<file path="config.mk">
export PLATFORM = sky130hd
export DESIGN_NAME = gray_code_counter
export DESIGN_NICKNAME = d
export VERILOG_FILES = /design/src/rtl/gray_code_counter.sv
export SDC_FILE = /design/constraint.sdc
export NUM_CORES = 1
export LEC_CHECK = 0
export ABC_AREA = 0
export CORE_AREA = 5 5 42 44
export CTS_BUF_LIST = sky130_fd_sc_hd__clkbuf_4 sky130_fd_sc_hd__clkbuf_8 sky130_fd_sc_hd__clkbuf_16
export DETAILED_ROUTE_END_ITERATION = 8
export DIE_AREA = 0 0 47 49
export PLACE_DENSITY_LB_ADDON = 0.08
export SETUP_SLACK_MARGIN = 0.2
export SYNTH_ARGS = -nofsm -noshare
export SYNTH_HDL_FRONTEND = slang
export SYNTH_SLANG_ARGS = --single-unit
</file>
<file path="constraint.sdc">
create_clock -name clk -period 1 [get_ports clk]
set_input_delay 0.15 -clock clk [delete_from_list [all_inputs] [get_ports clk]]
set_output_delay 0.15 -clock clk [all_outputs]
set_load 0.1 [all_outputs]
</file>
<file path="src/rtl/gray_code_counter.sv">
`default_nettype none
// ============================================================================
//  Module      : gray_code_counter
//  Description : Free-running Gray-code counter with registered binary index
//                and wrap pulse; gray_out comes straight from a flop.
//  Revision    : 1.0 - initial release
// ============================================================================
module gray_code_counter #(
    parameter int WIDTH     = 3,
    parameter int COUNT_UP  = 1,
    parameter int RESET_BIN = 0
) (
    input  logic             clk,
    input  logic             rstn,
    output logic [WIDTH-1:0] gray_out,
    output logic [WIDTH-1:0] bin_out,
    output logic             wrap
);

    localparam logic [WIDTH-1:0] C_RESET_BIN  = RESET_BIN[WIDTH-1:0];
    localparam logic [WIDTH-1:0] C_RESET_GRAY = C_RESET_BIN ^ (C_RESET_BIN >> 1);
    localparam logic [WIDTH-1:0] C_ONE        = WIDTH'(1);
    // Index value that the next counting edge carries across the wrap boundary
    localparam logic [WIDTH-1:0] C_WRAP_FROM  = (COUNT_UP != 0) ? {WIDTH{1'b1}} : {WIDTH{1'b0}};

    logic [WIDTH-1:0] r_bin;
    logic [WIDTH-1:0] r_gray;
    logic             r_wrap;
    logic [WIDTH-1:0] w_bin_next;
    logic [WIDTH-1:0] w_gray_next;

    assign w_bin_next  = (COUNT_UP != 0) ? (r_bin + C_ONE) : (r_bin - C_ONE);
    assign w_gray_next = w_bin_next ^ (w_bin_next >> 1);

    always_ff @(posedge clk) begin
        if (rstn) begin
            r_bin  <= C_RESET_BIN;
            r_gray <= C_RESET_GRAY;
            r_wrap <= 1'b0;
        end else begin
            r_bin  <= w_bin_next;
            r_gray <= w_gray_next;
            r_wrap <= (r_bin == C_WRAP_FROM);
        end
    end

    assign gray_out = r_gray;
    assign bin_out  = r_bin;
    assign wrap     = r_wrap;

`ifndef SYNTHESIS
    logic             r_chk_seen;
    logic             r_chk_step;
    logic [WIDTH-1:0] r_chk_prev;

    // Checks start only once a reset has given the registers a defined value
    always_ff @(posedge clk) begin
        r_chk_seen <= r_chk_seen | rstn;
        r_chk_step <= r_chk_seen & ~rstn;
        r_chk_prev <= r_gray;
        if (r_chk_step) begin
            assert ($countones(r_gray ^ r_chk_prev) == 1)
                else $error("gray_code_counter: gray step %b -> %b is not one bit", r_chk_prev, r_gray);
        end
        if (r_chk_seen) begin
            assert (r_gray == (r_bin ^ (r_bin >> 1)))
                else $error("gray_code_counter: gray %b does not match bin %b", r_gray, r_bin);
        end
    end
`endif

endmodule
`default_nettype wire

</file>
==> impl_metrics.ini, run 1 <==
[outcome]
status = complete, but fails checks
failed_checks = setup timing

[finish]
diodes = 0
multi_input_area_um2 = 105
area_growth_pct = 134
regArea_um2 = 134
fill_cells = 145
fin_util_pct = 33.5
fin_nets = 36
finish.instance_area_um2 = 469
finalNonFillerCells = 47
layout-drive-gt1-share_pct = 71.0

[grt]
grt_pass1_vias = 145
antenna_found_initial = 0
overflow = 0
grt_pass1_wl_um = 655
grt_start_max_net_pins = 7
track_usage_pct = 4.39

[synthesis]
syn_area_um2 = 200
ys_top_cells_by_area = dfxtp_1 (60%), ha_1 (13%), nor2b_1 (9.4%)
async_flop_share_pct = 0
ys_warn_count = 0
synth-edff-count = 0
ys_seq_area_share_pct = 60.0
synth_top_area_share_pct = 60.0
syn_nets = 21
ys.flop_type = dfxtp_1
yosysMostFrequentCell = dfxtp_1
synth_common_cells = dfxtp_1 (6), nor2_1 (3), nor2b_1 (3)
netlist_instances = 17
synth_area_per_cell_um2 = 11.8
yosysTopAreaCell = dfxtp_1
ys_types = 7
ys_seq_elements = 6

[die]
core_area_um2 = 1400
die_x_um = 47
ioPinCount = 9
initial_core_util_pct = 14.3
die_h_um = 49
placementRows = 14
die_area_um2 = 2300

[place]
dp.cells = 42
gp_congestion = 0.637
io_buffers = 8
placed_area_um2 = 417
pre_cts_ws_ps = -39.7

[detailed_routing]
wl_per_cell_um = 8.23
vias = 159
route.detailed.drc = 0
finalWirelength_um = 387
dr.pass1.iters = 1
drt-initial-drc-count = 0
vias_per_cell = 3.38
ant_nets = 0

[timing]
skew_ps = 9.06
tns_ps = -78.2
worstMarginPinSlew_ps = 211
rsz0062_at_grt = true
slew_viol_final = 0
layout_setup_ws_ps = -44.5
period_needed_ps = 1040
max_freq_mhz = 957
period_share_pct = 104
hold_viol_final = 0
setup_violations = 3
slew_headroom_pct = 85.9
worst_hold_slack_ps = 573

[clocking]
hold_buffers = 0
htreeDepth = 1
ctsLongestPathBuffers = 2
clock_latency_ps = 250
cts_buffers = 3
clkTransAtPathRegs_ps = 50
clock_sinks = 6
root_buffer = clkbuf_4
cts_tree = yes

[worst_setup_path]
path_common_cell = ha_4
critical_path_arrival_ps = 1170
crit_path_max_incr_delay_ps = 350
crit_path_end_kind = flip-flop
rrSetupSlack_ps = -40
startpoint_type = flip-flop
path_cells = ha_4 -> ha_4 -> xnor2_2 -> nor2_1
critPathKind = reg -> reg
slowest_stage = dfxtp_4
cp.required_ps = 1120
crit_fanout = 2

[pwr]
power_leakage_nw = 0.191
powerDensity_nw_per_um2 = 2020
peakVddDrop_mv = 0.857
power_mw = 0.947

[flow_run]
max_cap_violations = 0

[hold_path]
hold_path.class = in -> reg
[final cells by class]
cell class	instances	share of cell area, %
Clock buffer	4	6.40
Sequential cell	6	28.5
Multi-Input combinational cell	10	22.4
Timing Repair Buffer	11	38.4
Tap cell	16	4.27
[sequential cells by signal (all words and copies together), names as in the netlist]
signal,flops
bin_out,3
gray_out,2
wrap,1
[worst max-delay path: cells and delay by family, from the launching register on]
family / cells / cell delay [ps]
XOR/XNOR: 1 / 100
flip-flops: 1 / 350
AND/OR/NAND/NOR: 1 / 50
adder cells (fa/ha/maj): 2 / 420
[cell usage in the layout (no fill, tap or decap), drive strengths merged]
| master | synthesis | final |
|---|---|---|
| dfxtp | 6 | 6 |
| xnor2 | 1 | 1 |
| xor2 | 1 | 1 |
| clkbuf | 0 | 4 |
| buf | 1 | 10 |
| ha | 2 | 2 |
| nor2 | 3 | 3 |
| nor2b | 3 | 3 |
| clkdlybuf4s50 | 0 | 1 |
[final timing paths]
kind | startpoint | end | depth (start not counted)
worst max-delay path | bin_out[1] | gray_out[1] | 4
worst min-delay path | rstn | bin_out[0] | 2
worst min register to register | bin_out[0] | bin_out[0] | 3
worst max register to register | bin_out[1] | gray_out[1] | 4
[logic make-up after synthesis]
kind of cell,share of synthesized area (%)
AND/OR/NAND/NOR,15.0
flip-flops,60.0
XOR/XNOR,8.75
adder cells (fa/ha/maj),12.5
buffers and inverters,3.75
[routing by layer]
layer  vias to the layer above  GRT usage [%]  share of wire [%]
met5                         -              0                  0
met4                         0           1.38                  0
met3                         0           5.90                 18
met2                         9           5.20                 46
met1                        70           4.46                 37
li1                         80              -                  -
[what timing repair did]
item	CTS	global route
endpoints found under the setup margin	12	12
buffers inserted	0	1
pin swaps	4	2
gates resized for setup	3	0
hold endpoints to repair	0	0
[power by group]
group	total (mW)	leakage, nW	switching (mW)	internal (mW)
Combinational	0.392	0.121	0.232	0.160
Clock	0.266	0.0184	0.0875	0.178
Sequential	0.289	0.0522	0.0249	0.264
Note: power is estimated with default switching activity, not from simulation.
==> run 2: changes to the inputs <==
- PLACE_DENSITY_LB_ADDON: 0.08 -> not set
==> run 2 against run 1 <==
Against the previous run:
- wire length is 2.1% higher
- the run still ends with setup timing left
- core utilization is 1.1 points lower
- hold slack worse by 39 ps
- flip-flop and latch count stayed put
- sequential share of layout area is 0.94 points higher
- critical endpoint unchanged
- total power is 1.8% lower
- design area is 3.2% lower
- die area stayed put
- global-route usage hardly changed
==> impl_metrics.ini, run 2 (synthesis gave the netlist of run 1 again) <==
[finish]
layout-drive-gt1-share_pct = 66.7
mostFrequentLayoutCells = buf_12 (7), clkbuf_4 (4), nor2_1 (3), nor2b_1 (3), dfxtp_4 (3)
largest_reg_flops = 3
diodes = 0
fin_nets = 35
layout_commonest_cell = buf_12
finalNonFillerCells = 46
area_growth_pct = 127

[die]
placementRows = 14
die_x_um = 47
core_area_um2 = 1400
ioPinCount = 9
initial_core_util_pct = 14.3
die_area_um2 = 2300
die_h_um = 49

[worst_setup_path]
path_common_cell = ha_4
crit_path_max_incr_delay_ps = 350
path_buf_inv = 0
slowest_stage = dfxtp_4
crit_path_end_kind = flip-flop
r2r_cells = 4
startpoint_type = flip-flop
critPathKind = reg -> reg
rrSetupSlack_ps = -40
rr_endpoint = gray_out[1]
cp.required_ps = 1120
crit_fanout = 2
r2r_start = bin_out[1]
cp_top_family = adder cells
critical_path_arrival_ps = 1170
path_cells = ha_4 -> ha_4 -> xnor2_1 -> nor2_1

[detailed_routing]
dr.pass1.iters = 2
finalWirelength_um = 395
wirelength_met1_um = 138
wl_per_cell_um = 8.59
highest_layer = met3
vias = 159
vias_per_cell = 3.46
dr_wl_met2_um = 188
wl_met3_um = 69
drt-initial-drc-count = 1
route.detailed.drc = 0
ant_nets = 0

[hold_path]
min_path_cells = 2
hold_path.class = reg -> reg
hp-start = bin_out[0]
hold_end = bin_out[0]

[timing]
worst_hold_slack_ps = 535
slew_viol_final = 0
slew_headroom_pct = 86.8
worstMarginPinSlew_ps = 198
hold_viol_final = 0
setup_violations = 3
rsz0062_at_grt = true
max_freq_mhz = 960
layout_setup_ws_ps = -41.3
period_needed_ps = 1040
skew_ps = 8.07
period_share_pct = 104

[place]
dp.cells = 42
gp_congestion = 0.537
io_buffers = 8

[pwr]
power_mw = 0.930
power_leakage_nw = 0.182
peakVddDrop_mv = 0.824
powerDensity_nw_per_um2 = 2050

[outcome]
failed_checks = setup timing
status = complete, but fails checks

[clocking]
clkTransAtPathRegs_ps = 50
cts_buffers = 3
ctsLongestPathBuffers = 2
clock_latency_ps = 250
htreeDepth = 1
cts_tree = yes
cts_setup_buffers = 0
clock_sinks = 6
root_buffer = clkbuf_4

[grt]
antenna_found_initial = 0
track_usage_pct = 4.38
grt_pass1_wl_um = 627
grt_start_max_net_pins = 7
grt_pass1_vias = 157
overflow = 0

[flow_run]
max_cap_violations = 0
==> run 2: cell count changes in the layout (fill, tap and decap cells not counted) <==
cell     delta
xnor2_1     +1
buf_4       -1
xnor2_2     -1
==> run 2: worst reg2reg max path: stages (launching register included) <==
cell and delay [ps]:
dfxtp_4 350, ha_4 160, ha_4 260, xnor2_1 100, nor2_1 50
==> run 2: through the flow <==
stage	area, um2	setup slack (ps)	util (%)	TNS (ps)
3_5_place_dp	417	-28.5	29.7	-28.5
2_1_floorplan	251	-207	-	-534
5_1_grt	454	-67.4	32.4	-169
3_3_place_gp	417	-27.5	29.7	-27.5
4_1_cts	454	-50.4	32.4	-122
6_report	454	-41.3	32.4	-82.4
==> run 2: how the worst max path moves through the flow <==
| stage | from | endpoint | cells after the start |
|---|---|---|---|
| 4_1_cts | bin_out[0] | gray_out[1] | 4 |
| 3_3_place_gp | bin_out[1] | gray_out[1] | 4 |
| 3_5_place_dp | bin_out[0] | gray_out[1] | 4 |
| 6_report | bin_out[1] | gray_out[1] | 4 |
| 2_1_floorplan | bin_out[0] | gray_out[1] | 4 |
| 5_1_grt | bin_out[0] | gray_out[1] | 4 |
==> run 2: per-layer routing <==
layer	up-vias	global-route usage [%]
li1	80	-
met1	69	2.90
met2	10	5.88
met3	0	6.27
met4	0	2.76
met5	-	0
==> run 2: power breakdown <==
group          internal (mW)  total [mW]  leakage, nW  switching, mW
sequential             0.264       0.290       0.0522         0.0254
combinational          0.147       0.374        0.112          0.227
clock                  0.178       0.266       0.0184         0.0883
==> run 2: area by class of cell <==
| cell class | count | area (um2) |
|---|---|---|
| well taps | 16 | 20.0 |
| fillers | 150 | 947 |
| flip-flops and latches | 6 | 134 |
| multi-input cells | 10 | 97.6 |
| clock buffers | 4 | 30.0 |
| repair buffers | 10 | 173 |
==> run 2: repair_timing <==
action                     CTS  global route
resized for setup            2             0
hold buffers                 0             0
pin swaps                    0             2
setup endpoints to repair   12            12
